`config.mk`:
```
export PLATFORM = sky130hd
export DESIGN_NAME = link_align_monitor_flat
export DESIGN_NICKNAME = d
export VERILOG_FILES = /design/src/rtl/link_align_pkg.sv /design/src/rtl/link_align_monitor_if.sv /design/src/rtl/sat_counter.sv /design/src/rtl/link_align_monitor.sv /design/src/flat_wrapper.sv
export SDC_FILE = /design/constraint.sdc
export NUM_CORES = 1
export LEC_CHECK = 0
export CORE_UTILIZATION = 40
export DETAILED_ROUTE_END_ITERATION = 10
export DONT_BUFFER_PORTS = 1
export GPL_TIMING_DRIVEN = 0
export PLACE_DENSITY = 0.66
export SLEW_MARGIN = 20
export SYNTH_ARGS = -nofsm -noshare
export SYNTH_HDL_FRONTEND = slang
export SYNTH_SLANG_ARGS = --single-unit
export TNS_END_PERCENT = 10
```
`constraint.sdc`:
```
create_clock -name rxusrclk2 -period 1.8 [get_ports rxusrclk2]
set_clock_uncertainty 0.1 [all_clocks]
set_input_delay 0.36 -clock rxusrclk2 [delete_from_list [all_inputs] [get_ports rxusrclk2]]
set_output_delay 0.36 -clock rxusrclk2 [all_outputs]
set_load 0.005 [all_outputs]
```
`src/rtl/link_align_pkg.sv`:
```
// link_align_pkg
// Shared definitions for the link alignment monitor: the FSM state type,
// whose values double as the externally visible status encoding, and the
// default comma character (K28.5).
package link_align_pkg;

  localparam logic [2:0] STATUS_IDLE   = 3'd0;
  localparam logic [2:0] STATUS_HUNT   = 3'd1;
  localparam logic [2:0] STATUS_SLIDE  = 3'd2;
  localparam logic [2:0] STATUS_WAIT   = 3'd3;
  localparam logic [2:0] STATUS_VERIFY = 3'd4;
  localparam logic [2:0] STATUS_LOCKED = 3'd5;
  localparam logic [2:0] STATUS_FAIL   = 3'd6;

  typedef enum logic [2:0] {
    ST_IDLE   = STATUS_IDLE,
    ST_HUNT   = STATUS_HUNT,
    ST_SLIDE  = STATUS_SLIDE,
    ST_WAIT   = STATUS_WAIT,
    ST_VERIFY = STATUS_VERIFY,
    ST_LOCKED = STATUS_LOCKED,
    ST_FAIL   = STATUS_FAIL
  } state_t;

  localparam logic [7:0] K28_5 = 8'hBC;

endpackage

```
`src/rtl/link_align_monitor_if.sv`:
```
// link_align_monitor_if
// Bundles the GTX-side receive signals and the monitor status outputs.
//   rx_reset_done, resync, rxdata, rxk : toward the monitor
//   rxslide, link_ready, link_fail, frame_start, status,
//   slide_count, err_count, loss_count  : from the monitor
// master: the side driving receive data (transceiver wrapper / bench)
// slave : the monitor itself
interface link_align_monitor_if #(
  parameter int unsigned DATA_W = 16
);
  logic                  rx_reset_done;
  logic                  resync;
  logic [DATA_W-1:0]     rxdata;
  logic [DATA_W/8-1:0]   rxk;
  logic                  rxslide;
  logic                  link_ready;
  logic                  link_fail;
  logic                  frame_start;
  logic [2:0]            status;
  logic [7:0]            slide_count;
  logic [15:0]           err_count;
  logic [15:0]           loss_count;

  modport master (
    output rx_reset_done, resync, rxdata, rxk,
    input  rxslide, link_ready, link_fail, frame_start, status,
           slide_count, err_count, loss_count
  );

  modport slave (
    input  rx_reset_done, resync, rxdata, rxk,
    output rxslide, link_ready, link_fail, frame_start, status,
           slide_count, err_count, loss_count
  );
endinterface

```
`src/rtl/sat_counter.sv`:
```
// sat_counter
// Up-counter that sticks at all-ones instead of wrapping.
//   i_clk   : clock
//   i_reset : synchronous active-high reset
//   i_clr   : synchronous clear
//   i_inc   : increment by one when not saturated
//   o_count : current count
module sat_counter #(
  parameter int unsigned WIDTH = 16
) (
  input  logic             i_clk,
  input  logic             i_reset,
  input  logic             i_clr,
  input  logic             i_inc,
  output logic [WIDTH-1:0] o_count
);
  logic [WIDTH-1:0] r_count;

  always_ff @(posedge i_clk) begin
    if (i_reset || i_clr) begin
      r_count <= '0;
    end else if (i_inc && (r_count != '1)) begin
      r_count <= r_count + 1'b1;
    end
  end

  assign o_count = r_count;
endmodule

```
`src/rtl/link_align_monitor.sv`:
```
// link_align_monitor
// Hunts for a comma on lane 0 of the RX word stream, issues rxslide pulses
// to the transceiver until the comma lands at a stable frame position,
// verifies LOCK_CNT consecutive commas, then supervises the lock and falls
// back to hunting after LOSS_THRESH consecutive missed commas.
//   rxusrclk2 : clock
//   reset     : synchronous active-high reset
//   bus       : receive inputs and monitor outputs (slave modport)
//
// state  | meaning
// IDLE   | transceiver RX still in reset
// HUNT   | looking for a comma, FRAME_LEN words before giving up
// SLIDE  | issue one rxslide, or give up after MAX_SLIDES
// WAIT   | let the transceiver settle after a slide
// VERIFY | counting consecutive commas at frame boundaries
// LOCKED | aligned; counting misses at frame boundaries
// FAIL   | slide budget exhausted; waits for resync/reset
module link_align_monitor
  import link_align_pkg::*;
#(
  parameter int unsigned DATA_W      = 16,
  parameter logic [7:0]  COMMA       = K28_5,
  parameter int unsigned FRAME_LEN   = 1,
  parameter int unsigned LOCK_CNT    = 4,
  parameter int unsigned SLIDE_WAIT  = 24,
  parameter int unsigned MAX_SLIDES  = 16,
  parameter int unsigned LOSS_THRESH = 3
) (
  input logic                rxusrclk2,
  input logic                reset,
  link_align_monitor_if.slave bus
);
  localparam int unsigned POS_W  = (FRAME_LEN > 1) ? $clog2(FRAME_LEN) : 1;
  localparam int unsigned GOOD_W = $clog2(LOCK_CNT + 1);
  localparam int unsigned MISS_W = $clog2(LOSS_THRESH + 1);
  localparam int unsigned WAIT_W = (SLIDE_WAIT > 1) ? $clog2(SLIDE_WAIT) : 1;

  localparam logic [POS_W-1:0]  POS_LAST  = POS_W'(FRAME_LEN - 1);
  localparam logic [GOOD_W-1:0] GOOD_LOCK = GOOD_W'(LOCK_CNT);
  localparam logic [MISS_W-1:0] MISS_LOSS = MISS_W'(LOSS_THRESH);
  localparam logic [WAIT_W-1:0] WAIT_LOAD = WAIT_W'(SLIDE_WAIT - 1);
  localparam logic [7:0]        SLIDE_MAX = 8'(MAX_SLIDES);

  state_t              r_state, w_state_nxt;
  logic [POS_W-1:0]    r_pos, w_pos_nxt;
  logic [GOOD_W-1:0]   r_good, w_good_nxt;
  logic [MISS_W-1:0]   r_miss, w_miss_nxt;
  logic [WAIT_W-1:0]   r_wait, w_wait_nxt;
  logic [7:0]          r_slide_count, w_slide_nxt;
  logic                r_rxslide, w_rxslide_nxt;
  logic                r_frame_start, w_fs_nxt;
  logic                r_link_ready, r_link_fail;
  logic                w_err_inc, w_loss_inc;
  logic [15:0]         w_err_count, w_loss_count;

  logic w_comma;
  logic w_pos_wrap;
  logic [POS_W-1:0] w_pos_inc;
  logic w_unused_lanes;

  assign w_comma    = (bus.rxdata[7:0] == COMMA) && bus.rxk[0];
  assign w_unused_lanes = ^{bus.rxdata[DATA_W-1:8], bus.rxk[DATA_W/8-1:1]};

  // r_pos holds the position of the last sampled word, so the word being
  // sampled now sits on a frame boundary exactly when r_pos is the last slot.
  assign w_pos_wrap = (r_pos == POS_LAST);
  assign w_pos_inc  = w_pos_wrap ? '0 : r_pos + 1'b1;

  always_comb begin
    w_state_nxt   = r_state;
    w_pos_nxt     = r_pos;
    w_good_nxt    = r_good;
    w_miss_nxt    = r_miss;
    w_wait_nxt    = r_wait;
    w_slide_nxt   = r_slide_count;
    w_rxslide_nxt = 1'b0;
    w_fs_nxt      = 1'b0;
    w_err_inc     = 1'b0;
    w_loss_inc    = 1'b0;

    if (!bus.rx_reset_done) begin
      w_state_nxt = ST_IDLE;
      w_pos_nxt   = '0;
      w_good_nxt  = '0;
      w_miss_nxt  = '0;
      w_wait_nxt  = '0;
      w_slide_nxt = '0;
    end else if (bus.resync && (r_state != ST_IDLE)) begin
      w_state_nxt = ST_HUNT;
      w_pos_nxt   = '0;
      w_good_nxt  = '0;
      w_miss_nxt  = '0;
      w_wait_nxt  = '0;
      w_slide_nxt = '0;
    end else begin
      case (r_state)
        ST_IDLE: begin
          w_state_nxt = ST_HUNT;
          w_pos_nxt   = '0;
        end
        ST_HUNT: begin
          // In HUNT r_pos counts comma-less words seen so far.
          if (w_comma) begin
            w_state_nxt = ST_VERIFY;
            w_pos_nxt   = '0;
            w_good_nxt  = GOOD_W'(1);
          end else if (w_pos_wrap) begin
            w_state_nxt = ST_SLIDE;
          end else begin
            w_pos_nxt = w_pos_inc;
          end
        end
        ST_SLIDE: begin
          if (r_slide_count == SLIDE_MAX) begin
            w_state_nxt = ST_FAIL;
          end else begin
            w_state_nxt   = ST_WAIT;
            w_rxslide_nxt = 1'b1;
            w_slide_nxt   = r_slide_count + 8'd1;
            w_wait_nxt    = WAIT_LOAD;
          end
        end
        ST_WAIT: begin
          if (r_wait == '0) begin
            w_state_nxt = ST_HUNT;
            w_pos_nxt   = '0;
          end else begin
            w_wait_nxt = r_wait - 1'b1;
          end
        end
        ST_VERIFY: begin
          w_pos_nxt = w_pos_inc;
          if (w_pos_wrap) begin
            if (!w_comma) begin
              w_state_nxt = ST_SLIDE;
            end else if (r_good + 1'b1 == GOOD_LOCK) begin
              w_state_nxt = ST_LOCKED;
              w_miss_nxt  = '0;
            end else begin
              w_good_nxt = r_good + 1'b1;
            end
          end
        end
        ST_LOCKED: begin
          w_pos_nxt = w_pos_inc;
          if (w_pos_wrap) begin
            if (w_comma) begin
              w_miss_nxt = '0;
              w_fs_nxt   = 1'b1;
            end else begin
              w_err_inc = 1'b1;
              if (r_miss + 1'b1 == MISS_LOSS) begin
                w_state_nxt = ST_HUNT;
                w_pos_nxt   = '0;
                w_good_nxt  = '0;
                w_miss_nxt  = '0;
                w_slide_nxt = '0;
                w_loss_inc  = 1'b1;
              end else begin
                w_miss_nxt = r_miss + 1'b1;
              end
            end
          end
        end
        ST_FAIL: w_state_nxt = ST_FAIL;
        default: w_state_nxt = ST_IDLE;
      endcase
    end
  end

  always_ff @(posedge rxusrclk2) begin
    if (reset) begin
      r_state       <= ST_IDLE;
      r_pos         <= '0;
      r_good        <= '0;
      r_miss        <= '0;
      r_wait        <= '0;
      r_slide_count <= '0;
      r_rxslide     <= 1'b0;
      r_frame_start <= 1'b0;
      r_link_ready  <= 1'b0;
      r_link_fail   <= 1'b0;
    end else begin
      r_state       <= w_state_nxt;
      r_pos         <= w_pos_nxt;
      r_good        <= w_good_nxt;
      r_miss        <= w_miss_nxt;
      r_wait        <= w_wait_nxt;
      r_slide_count <= w_slide_nxt;
      r_rxslide     <= w_rxslide_nxt;
      r_frame_start <= w_fs_nxt;
      r_link_ready  <= (w_state_nxt == ST_LOCKED);
      r_link_fail   <= (w_state_nxt == ST_FAIL);
    end
  end

  sat_counter #(.WIDTH(16)) u_err_cnt (
    .i_clk   (rxusrclk2),
    .i_reset (reset),
    .i_clr   (1'b0),
    .i_inc   (w_err_inc),
    .o_count (w_err_count)
  );

  sat_counter #(.WIDTH(16)) u_loss_cnt (
    .i_clk   (rxusrclk2),
    .i_reset (reset),
    .i_clr   (1'b0),
    .i_inc   (w_loss_inc),
    .o_count (w_loss_count)
  );

  assign bus.rxslide     = r_rxslide;
  assign bus.link_ready  = r_link_ready;
  assign bus.link_fail   = r_link_fail;
  assign bus.frame_start = r_frame_start;
  assign bus.status      = r_state;
  assign bus.slide_count = r_slide_count;
  assign bus.err_count   = w_err_count;
  assign bus.loss_count  = w_loss_count;
endmodule

```
`src/flat_wrapper.sv`:
```
// flat-port wrapper written by rule: the top's interface ports become plain ports
module link_align_monitor_flat import link_align_pkg::*;
#(
  parameter int unsigned DATA_W      = 16,
  parameter logic [7:0]  COMMA       = K28_5,
  parameter int unsigned FRAME_LEN   = 1,
  parameter int unsigned LOCK_CNT    = 4,
  parameter int unsigned SLIDE_WAIT  = 24,
  parameter int unsigned MAX_SLIDES  = 16,
  parameter int unsigned LOSS_THRESH = 3
)
  (rxusrclk2, reset, bus_rx_reset_done, bus_resync, bus_rxdata, bus_rxk, bus_rxslide, bus_link_ready, bus_link_fail, bus_frame_start, bus_status, bus_slide_count, bus_err_count, bus_loss_count);
  link_align_monitor_if #(.DATA_W(DATA_W)) bus_i ();
  input logic rxusrclk2;
  input logic reset;
  input wire logic [$bits(bus_i.rx_reset_done)-1:0] bus_rx_reset_done;
  input wire logic [$bits(bus_i.resync)-1:0] bus_resync;
  input wire logic [$bits(bus_i.rxdata)-1:0] bus_rxdata;
  input wire logic [$bits(bus_i.rxk)-1:0] bus_rxk;
  output wire logic [$bits(bus_i.rxslide)-1:0] bus_rxslide;
  output wire logic [$bits(bus_i.link_ready)-1:0] bus_link_ready;
  output wire logic [$bits(bus_i.link_fail)-1:0] bus_link_fail;
  output wire logic [$bits(bus_i.frame_start)-1:0] bus_frame_start;
  output wire logic [$bits(bus_i.status)-1:0] bus_status;
  output wire logic [$bits(bus_i.slide_count)-1:0] bus_slide_count;
  output wire logic [$bits(bus_i.err_count)-1:0] bus_err_count;
  output wire logic [$bits(bus_i.loss_count)-1:0] bus_loss_count;
  assign bus_i.rx_reset_done = bus_rx_reset_done;
  assign bus_i.resync = bus_resync;
  assign bus_i.rxdata = bus_rxdata;
  assign bus_i.rxk = bus_rxk;
  assign bus_rxslide = bus_i.rxslide;
  assign bus_link_ready = bus_i.link_ready;
  assign bus_link_fail = bus_i.link_fail;
  assign bus_frame_start = bus_i.frame_start;
  assign bus_status = bus_i.status;
  assign bus_slide_count = bus_i.slide_count;
  assign bus_err_count = bus_i.err_count;
  assign bus_loss_count = bus_i.loss_count;
  link_align_monitor #(.DATA_W(DATA_W), .COMMA(COMMA), .FRAME_LEN(FRAME_LEN), .LOCK_CNT(LOCK_CNT), .SLIDE_WAIT(SLIDE_WAIT), .MAX_SLIDES(MAX_SLIDES), .LOSS_THRESH(LOSS_THRESH)) u_core (.rxusrclk2(rxusrclk2), .reset(reset), .bus(bus_i));
endmodule
```
==> results.cfg <==
[status]
run_status = finished with violations
violations = setup timing

[sta]
slew_headroom_pct = 61.5
worst_slack_ns = -0.205
slew_viol_final = 0
tightest_slew_ns = 0.578
period_minus_slack_ns = 2.00
rsz0062_at_grt = true
final_hold_viol_count = 0
setup_viol_count_final = 34
max_freq_mhz = 499
period_share_pct = 111

[pwr]
power_frac_seq_pct = 44.3
p_comb_share_pct = 3.4
p_per_area_nw_per_um2 = 782
vdd_drop_max_uv = 460
finalPower_mw = 2.83
clkPwrFrac_pct = 52.3
p_sw_share_pct = 21.0
internal_power_mw = 2.23
leakage_nw = 1.15
p_sw_mw = 0.595

[clocking]
cts-buffers-inserted = 9
clkSlewWorstSetupHoldPaths_ns = 0.07
cts_tree = yes
clk_path_buf_depth = 2
insertion_delay_ns = 0.33
htreeDepth = 3
clkSinkCount = 57
root_buffer = clkbuf_8

[placed_design]
numPortBuffers = 0
dp_cells = 447
gp_congestion = 0.798
hpwl_um = 5020

[finish]
nets = 401
area_delta_synth_final_pct = 23.5
post-route-util_pct = 52.0
drive_gt1_share_pct = 27.1
final_cells = 472
diodes = 0

[logic_synthesis]
synth.avg_cell_area_sq_um = 8.34
ys_seq_elements = 57
syn_inst = 351
synth-edff-count = 0
synthFlopType = dfxtp_1
synth_fp_nets = 381
synthArstFlopShare_pct = 0
ys_types = 59
ys_seq_area_share_pct = 39.0
syn_area_sq_um = 2930
ys_warn_count = 0

[routing]
post_drt_wl_per_cell_um = 16.1
drtIter0Drc = 126
drc = 0
drtPass1Iterations = 4
via_per_inst = 5.78
antenna_left = 0
postRouteWirelength_um = 7580
vias = 2729

[global_route]
gr-usage-met3_pct = 6.69
grt_pass1_vias = 2620
grt_pass1_wl_um = 12300
use_met1_pct = 26.2
grtUsageMet2_pct = 33.9
antenna_found_initial = 0
grt_util_all_layers_pct = 21.0
grt_overflow = 0
grt_max_degree = 11
top_usage_layer = met2

[min_path]
hold_path_startpoint = bus_rx_reset_done
hold_path_class = input port to flip-flop
hold_depth = 1

[floorplan]
coreArea_sq_um = 6940
start_util_pct = 42.1
boundaryPins = 69
die-area_sq_um = 7660
row_count = 30
die_w_um = 87.5
die_h_um = 87.5

[setup_path]
cp_max_fo = 5
worstPathRequired_ns = 1.96
crit_type = flip-flop to flip-flop
crit_chain = inv_2, ha_1, or4b_4, o21ba_2, o32ai_2, o21ai_2, nor3_2
rr_worst_depth = 7
critical-path-slowest-cell = or4b_4
endpoint_kind = flip-flop
regToRegStartpoint = u_core.bus.slide_count[0]
cp-startpoint = u_core.bus.slide_count[0]
max_stage_delay_ns = 0.50
arrival_ns = 2.16
critPathLaunchType = flip-flop

[job]
cap_viol_max_count = 0
[cell type report]
type,count,area (sq um)
clock buffers,11,141
clock inverters,5,103
fillers,641,3330
multi-input cells,268,1840
plain buffers,15,96.3
well taps,96,120
inverters,11,41.3
repair buffers,9,65.1
flip-flops and latches,57,1210
[timing repair]
action / CTS / global route
resized for setup: 58 / 32
pin swaps: 13 / 14
cloned: 1 / 0
endpoints found under the setup margin: 51 / 53
hold buffers: 0 / 0
setup buffers: 5 / 3
[synth_stat cells, types with 2 or more instances]
master,instances,area share (%)
nor3_1,15,2.6
xor2_1,8,2.4
o211ai_1,2,0.51
and2_1,2,0.43
or4_1,9,2.3
nand3_1,15,2.6
nor3b_1,3,0.77
or3_1,17,3.6
or2_2,3,0.64
buf_2,4,0.68
a31oi_1,2,0.43
nor2b_1,4,0.85
nand2b_1,3,0.64
nand2_1,32,4.1
nor2_1,26,3.3
and3_1,4,0.85
a21oi_1,31,5.3
o31a_1,2,0.60
or4b_1,2,0.68
o21ai_0,22,3.8
ha_1,8,3.4
inv_1,11,1.4
mux2i_1,5,1.7
clkbuf_1,10,1.3
o31ai_1,9,2.3
xnor2_1,2,0.60
nand4_1,11,2.4
dfxtp_1,57,39
and4_1,2,0.60
[worst paths after layout]
check | slack (ns) | to
max | -0.20 | u_core.bus.link_ready
min | 0.08 | u_core.bus.status[0]
max reg2reg | -0.20 | u_core.bus.link_ready
min reg2reg | 0.38 | u_core.r_good[2]
[metrics by stage]
stage          instance area (sq um)  hold WS (ns)  setup slack (ns)  TNS, ns
5_1_grt                         3610        0.0684            -0.290    -6.82
3_5_place_dp                    3060         0.370            -0.432   -12.07
3_3_place_gp                    3060         0.357            -0.386   -10.62
4_1_cts                         3510        0.0670            -0.202    -3.56
2_1_floorplan                   2940         0.345            -0.141    -1.57
6_report                        3610        0.0799            -0.205    -2.86
[layout by cell type, fill, tap and decap left out, types with 4 or more instances in the layout]
master	Yosys	layout
o21ai_0	22	18
xor2_1	8	8
ha_1	8	7
or4_1	9	8
buf_4	1	8
a21oi_1	31	27
buf_6	0	4
dfxtp_1	57	30
dfxtp_4	0	14
or3_1	17	16
dfxtp_2	0	13
and3_1	4	4
nand2_1	32	31
nor2_1	26	26
inv_1	11	10
nand4_1	11	11
nand3_1	15	15
mux2i_1	5	5
nor3_1	15	13
clkbuf_1	10	6
o31ai_1	9	9
clkbuf_8	0	10
a21oi_2	0	4
[per-layer routing]
layer	part of all wire, %	wire (um)
met5	0	0
met4	0.67	51
met3	5.5	419
met2	50	3780
met1	44	3330
[cell families (layout without fill, tap and decap cells)]
kind of cell	count (synthesis)	after routing	synth area share [%]
and+or+nand+nor	161	161	31.0
AOI/OAI and AO/OA	83	83	17.9
DFF	57	57	39.0
buffers and inverters	26	51	3.63
xor gates and xnor gates	10	10	2.99
adders and majority gates	8	8	3.42
muxes	6	6	2.09
[flip-flops by register name, indices dropped and copies added (netlist names), 2 cells and up]
signal                     cells
u_core.u_err_cnt.o_count      16
u_core.u_loss_cnt.o_count     16
u_core.bus.slide_count         8
u_core.r_wait                  5
u_core.bus.status              3
u_core.r_good                  3
u_core.r_miss                  2
[worst max-delay path: cells and delay by family (launching register included)]
kind / cells / cell delay, ns
AND/OR/NAND/NOR: 2 / 0.70
AO/OA/AOI/OAI: 3 / 0.57
flip-flops: 1 / 0.37
adder cells (fa/ha/maj): 1 / 0.13
buffers and inverters: 1 / 0.06
[power by group through the flow]
stage                     sequential [mW]  clock [mW]  combinational [mW]
after floorplan                      1.30           0              0.0627
after global placement               1.30           0              0.0812
after detailed placement             1.30           0              0.0823
after CTS                            1.26        1.51              0.0914
after global routing                 1.25        1.56               0.105
final                                1.25        1.48              0.0959
Note: power is estimated with default switching activity, not from simulation.
